<file path="config.mk">
export PLATFORM = sky130hd
export DESIGN_NAME = reg_file_sb
export DESIGN_NICKNAME = d
export VERILOG_FILES = /design/src/rtl/reg_file_sb.sv
export SDC_FILE = /design/constraint.sdc
export NUM_CORES = 2
export LEC_CHECK = 0
export BUFFER_PORTS_ARGS = -buffer_cell sky130_fd_sc_hd__buf_4
export CAP_MARGIN = 20
export CORE_MARGIN = 10
export CORE_UTILIZATION = 45
export DETAILED_ROUTE_END_ITERATION = 16
export PLACE_DENSITY_LB_ADDON = 0.1
export SYNTH_ARGS = -nofsm -noshare
export SYNTH_HDL_FRONTEND = slang
export SYNTH_SLANG_ARGS = --single-unit
</file>
<file path="constraint.sdc">
create_clock -name clk -period 7.3 [get_ports clk]
set_input_delay 1.095 -clock clk [delete_from_list [all_inputs] [get_ports clk]]
set_output_delay 1.095 -clock clk [all_outputs]
set_load 0.05 [all_outputs]
</file>
<file path="src/rtl/reg_file_sb.sv">
// Register file with two asynchronous read ports, one write-back port and a per-register busy scoreboard.
// Define RF_BYPASS_EN to forward same-cycle write-back data and busy-clear to the read ports.
module reg_file_sb #(
   parameter int WIDTH    = 32,
   parameter int NUM_REGS = 32,
   parameter int ABITS    = 5,
   parameter int NPROT    = 5
) (
   input  logic             clk,
   input  logic             rst,
   input  logic [ABITS-1:0] rd_addr0,
   input  logic [ABITS-1:0] rd_addr1,
   output logic [WIDTH-1:0] rd_data0,
   output logic [WIDTH-1:0] rd_data1,
   output logic             rd_busy0,
   output logic             rd_busy1,
   input  logic             issue_vld,
   input  logic [ABITS-1:0] issue_dst,
   input  logic             wb_vld,
   input  logic [ABITS-1:0] wb_addr,
   input  logic [WIDTH-1:0] wb_data,
   output logic [ABITS:0]   busy_cnt
);

   localparam int             NWR   = NUM_REGS - NPROT;
   localparam logic [ABITS:0] NWR_A = NWR[ABITS:0];

   logic [WIDTH-1:0]    regs_r [NUM_REGS];
   logic [NUM_REGS-1:0] busy_r;
   logic [NUM_REGS-1:0] busy_nxt_s;
   logic [ABITS:0]      busy_cnt_r;
   logic [ABITS:0]      cnt_nxt_s;
   logic                wb_ok_s;
   logic                iss_ok_s;

   // Register 0 and the protected top registers never accept writes or producers.
   function automatic logic writable(input logic [ABITS-1:0] a);
      return (a != {ABITS{1'b0}}) && ({1'b0, a} < NWR_A);
   endfunction

   // Qualify issue and write-back against the writable range.
   always_comb begin
      wb_ok_s  = wb_vld && writable(wb_addr);
      iss_ok_s = issue_vld && writable(issue_dst);
   end

   // Next scoreboard state; a new producer outranks a same-cycle write-back.
   always_comb begin
      busy_nxt_s = busy_r;
      cnt_nxt_s  = {(ABITS+1){1'b0}};
      for (int i = 0; i < NUM_REGS; i++) begin
         busy_nxt_s[i] = (iss_ok_s && (issue_dst == ABITS'(i))) ? 1'b1 :
                         (wb_ok_s  && (wb_addr   == ABITS'(i))) ? 1'b0 : busy_r[i];
         cnt_nxt_s     = cnt_nxt_s + {{ABITS{1'b0}}, busy_nxt_s[i]};
      end
   end

   // State update; reset overrides any issue or write-back in the same cycle.
   always_ff @(posedge clk) begin
      if (rst) begin
         for (int i = 0; i < NUM_REGS; i++) begin
            regs_r[i] <= {WIDTH{1'b0}};
         end
         busy_r     <= {NUM_REGS{1'b0}};
         busy_cnt_r <= {(ABITS+1){1'b0}};
      end else begin
         if (wb_ok_s) begin
            regs_r[wb_addr] <= wb_data;
         end
         busy_r     <= busy_nxt_s;
         busy_cnt_r <= cnt_nxt_s;
      end
   end

   assign busy_cnt = busy_cnt_r;

   // Read port 0.
   always_comb begin
      if (rd_addr0 == {ABITS{1'b0}}) begin
         rd_data0 = {WIDTH{1'b0}};
         rd_busy0 = 1'b0;
      end
`ifdef RF_BYPASS_EN
      else if (wb_ok_s && (rd_addr0 == wb_addr)) begin
         rd_data0 = wb_data;
         rd_busy0 = 1'b0;
      end
`endif
      else begin
         rd_data0 = regs_r[rd_addr0];
         rd_busy0 = busy_r[rd_addr0];
      end
   end

   // Read port 1.
   always_comb begin
      if (rd_addr1 == {ABITS{1'b0}}) begin
         rd_data1 = {WIDTH{1'b0}};
         rd_busy1 = 1'b0;
      end
`ifdef RF_BYPASS_EN
      else if (wb_ok_s && (rd_addr1 == wb_addr)) begin
         rd_data1 = wb_data;
         rd_busy1 = 1'b0;
      end
`endif
      else begin
         rd_data1 = regs_r[rd_addr1];
         rd_busy1 = busy_r[rd_addr1];
      end
   end

endmodule

</file>
==> metrics.txt <==
Final Setup Violations=0; CP max stage cell=nor4bb_1; fraction of layout cells with a size suffix above 1=21.9%; status=complete, no violations; post-synthesis sequential area ratio=55.6%; f_max=161 MHz; minimum clock period=6.22 ns; number of synthesized register bits=1062; peak supply drop=0.201 mV; CTS tree=done; Worst Path Required=7.88 ns; Fin. Hold Viols=0; r2r endpoint=busy_cnt[4]; first-pass GRT wire length=284000 um; Clk Latency, worst-skew pair=0.74 ns; Synth async-reset ratio=0%; Max Root-Sink Buffers=3; Die Ht=375 um; CTS buffer count=119; Largest stage delay, worst path=0.64 ns; RSZ-0062 raised after global routing=false; GR Layer Usage met1=38.5%; Fill cells=10.6k; Reg clk slew, reported paths=0.06 ns; Reg area=31500 sq um; setup bufs post-CTS=0; PwrDens=238 nW/um^2; gpl congestion=0.850; Period Utilization, post-route=85.2%; Worst Max-Slew Pin Slew=1.35 ns; hold_sp=busy_r[31]; Mapped Cells=3880; Min-Delay Path Depth=2; CP Launch Type=primary input; area grow syn2layout=11.9%; P_leak=22.8 nW; FP Rows=130; CP Launch Point=wb_addr[2]; die width=375 um; WL final=201000 um; Post-DRT Antenna Nets=0; CTS Root Cell=clkbuf_16; Cell variety after synth=62; Synth Flop Type=edfxtp_1; Crit. End Element=flop; number of synthesized flops with an enable pin=1024; GRT Total Usage=28.1%; max cap viols=0; synthesized area=56600 sq um; power consumption=15.1 mW; final-stage net count=4112; met2 usage=44.5%; Hold Path Class=flop to flop; top-count cell post-synth=edfxtp_1; routed length per instance=34.8 um; Starting Density=45.2%; FF-to-FF path depth=17; vias in the first global route=37.3k; Synth warnings=0; worst-path cell chain=buf_4 -> nor4bb_1 -> nand2_1 -> a22oi_1 -> fa_1 -> fa_1 -> inv_1 -> fa_1 -> inv_1 -> fa_1 -> fa_1 -> inv_1 -> fa_1 -> ha_1 -> inv_1 -> fa_1 -> nor2b_1 -> o21ai_0 -> a21boi_0 -> nor3_1; Synth area leader=edfxtp_1; worst path bufs/invs=5; CTS hold repair buffers=0; Max-slew headroom=10.3%; Die ar.=140000 sq um; largest net degree at the start of global routing=170; reg2reg start=busy_r[25]; H-tree level count=3; Starting DRT DRC Count=5038; flop-to-flop setup slack=2.15 ns; # DRC=0; num ports=128; crit-path most repeated cell=fa_1; Num Clock Sinks=1062; Setup CP Type=primary input to flop; hold path endpoint=busy_r[31]; I/O Buffers=127; dpl hpwl=109000 um; post-cts resize count=0; Pre-Repair DR Iteration Count=5; area of the multi-input gates=24000 sq um; grt peak-use layer=met2; Final Slew Violations=0; Setup TNS=0 ns; crit path DAT=6.80 ns; Placeable Area=125000 sq um; Critical Path Fanout Max=20; Syn Area/Cell=14.6 sq um; initial antenna violation count=9; largest cells by area after synthesis=edfxtp_1, mux4_2, and2_1; gr ovfl total=0; met3 Track Usage GR=6.02%; routed vias/inst=6.39; Worst path top cell family by delay=adder cells; routed via count=36.9k; Fin Clk Skew=0.00819 ns; most frequent cells after synthesis=edfxtp_1, and2_1, mux4_2; Synth top area share=54.3%
## cell usage in the layout (no fill, tap or decap), drive strengths merged, types with 43 or more instances in the layout
| master | count |
|---|---|
| a221oi | 56 |
| clkbuf | 147 |
| mux2i | 330 |
| edfxtp | 1024 |
| o21ai | 58 |
| a211oi | 66 |
| mux4 | 363 |
| conb | 192 |
| a22oi | 78 |
| and2 | 772 |
| mux2 | 66 |
| and3 | 67 |
| o221ai | 67 |
| clkinv | 56 |
| nor2b | 57 |
| nor2 | 43 |
| buf | 235 |
| nand2 | 112 |
## where the power goes
group / total [mW] / internal (mW) / leakage [nW] / switching [mW]
clock: 5.83 / 3.34 / 1.82 / 2.49
sequential: 7.24 / 7.06 / 10.1 / 0.184
combinational: 2.00 / 0.733 / 10.8 / 1.27
## layout make-up
| type | instances | share of cell area [%] |
|---|---|---|
| clock buffers | 147 | 4.96 |
| inverters | 37 | 0.223 |
| clock inverters | 68 | 0.865 |
| diodes | 7 | 0.0276 |
| well taps | 1650 | 3.26 |
| flip-flops and latches | 1062 | 49.7 |
| multi-input cells | 2570 | 37.9 |
| repair buffers | 235 | 3.03 |
## sequential cells by signal, indices dropped and copies added, names as in the netlist
name and cells:
busy_r 32, busy_cnt 6, regs_r 1024
## worst register-to-register path, cell delays in order (launching register included)
cell and delay, ns:
dfxtp_1 0.34, a22oi_1 0.27, fa_1 0.50, fa_1 0.55, inv_1 0.05, fa_1 0.50
inv_1 0.06, fa_1 0.50, fa_1 0.52, inv_1 0.05, fa_1 0.47, ha_1 0.18
inv_1 0.07, fa_1 0.42, nor2b_1 0.16, o21ai_0 0.11, a21boi_0 0.19, nor3_1 0.07
## metrics by stage
| stage | hold WS (ns) | std cells | utilization [%] | setup slack [ns] | cell area, sq um |
|---|---|---|---|---|---|
| 2_1_floorplan | 0.458 | 4071 | - | 0.705 | 57300 |
| 6_report | 0.508 | 5776 | 50.6 | 1.08 | 63400 |
| 3_3_place_gp | 0.493 | 5553 | 47.6 | 0.379 | 59600 |
| 4_1_cts | 0.509 | 5769 | 50.6 | 1.13 | 63400 |
| 5_1_grt | 0.550 | 5769 | 50.6 | 0.722 | 63400 |
| 3_5_place_dp | 0.500 | 5554 | 47.6 | 0.350 | 59700 |
## worst max path at each step
stage | end | slack, ns | cells past startpoint
global route | busy_cnt[4] | 0.72 | 20
finish | busy_cnt[4] | 1.08 | 20
floorplan | busy_cnt[4] | 0.70 | 21
CTS | busy_cnt[4] | 1.13 | 18
detailed placement | busy_cnt[4] | 0.35 | 18
global placement | busy_cnt[4] | 0.38 | 20
## logic make-up (layout without fill, tap and decap cells)
logic type	after synthesis	in the layout	synth area share (%)
compound gates	420	420	5.58
xor+xnor	1	1	0.0155
fa+ha+maj	31	31	1.00
buf+inv	439	487	3.64
flops	1062	1062	55.6
mux	759	759	21.6
other cells	1	199	0.00662
simple gates	1167	1167	12.5
## layer usage
layer	up-vias	routed length, um	part of all wire [%]
met5	-	18	0.0090
met4	2	6390	3.2
met3	368	19500	9.7
met2	2070	94000	47
met1	19300	81000	40
li1	15200	-	-
Power figures use the tool's default switching activity.
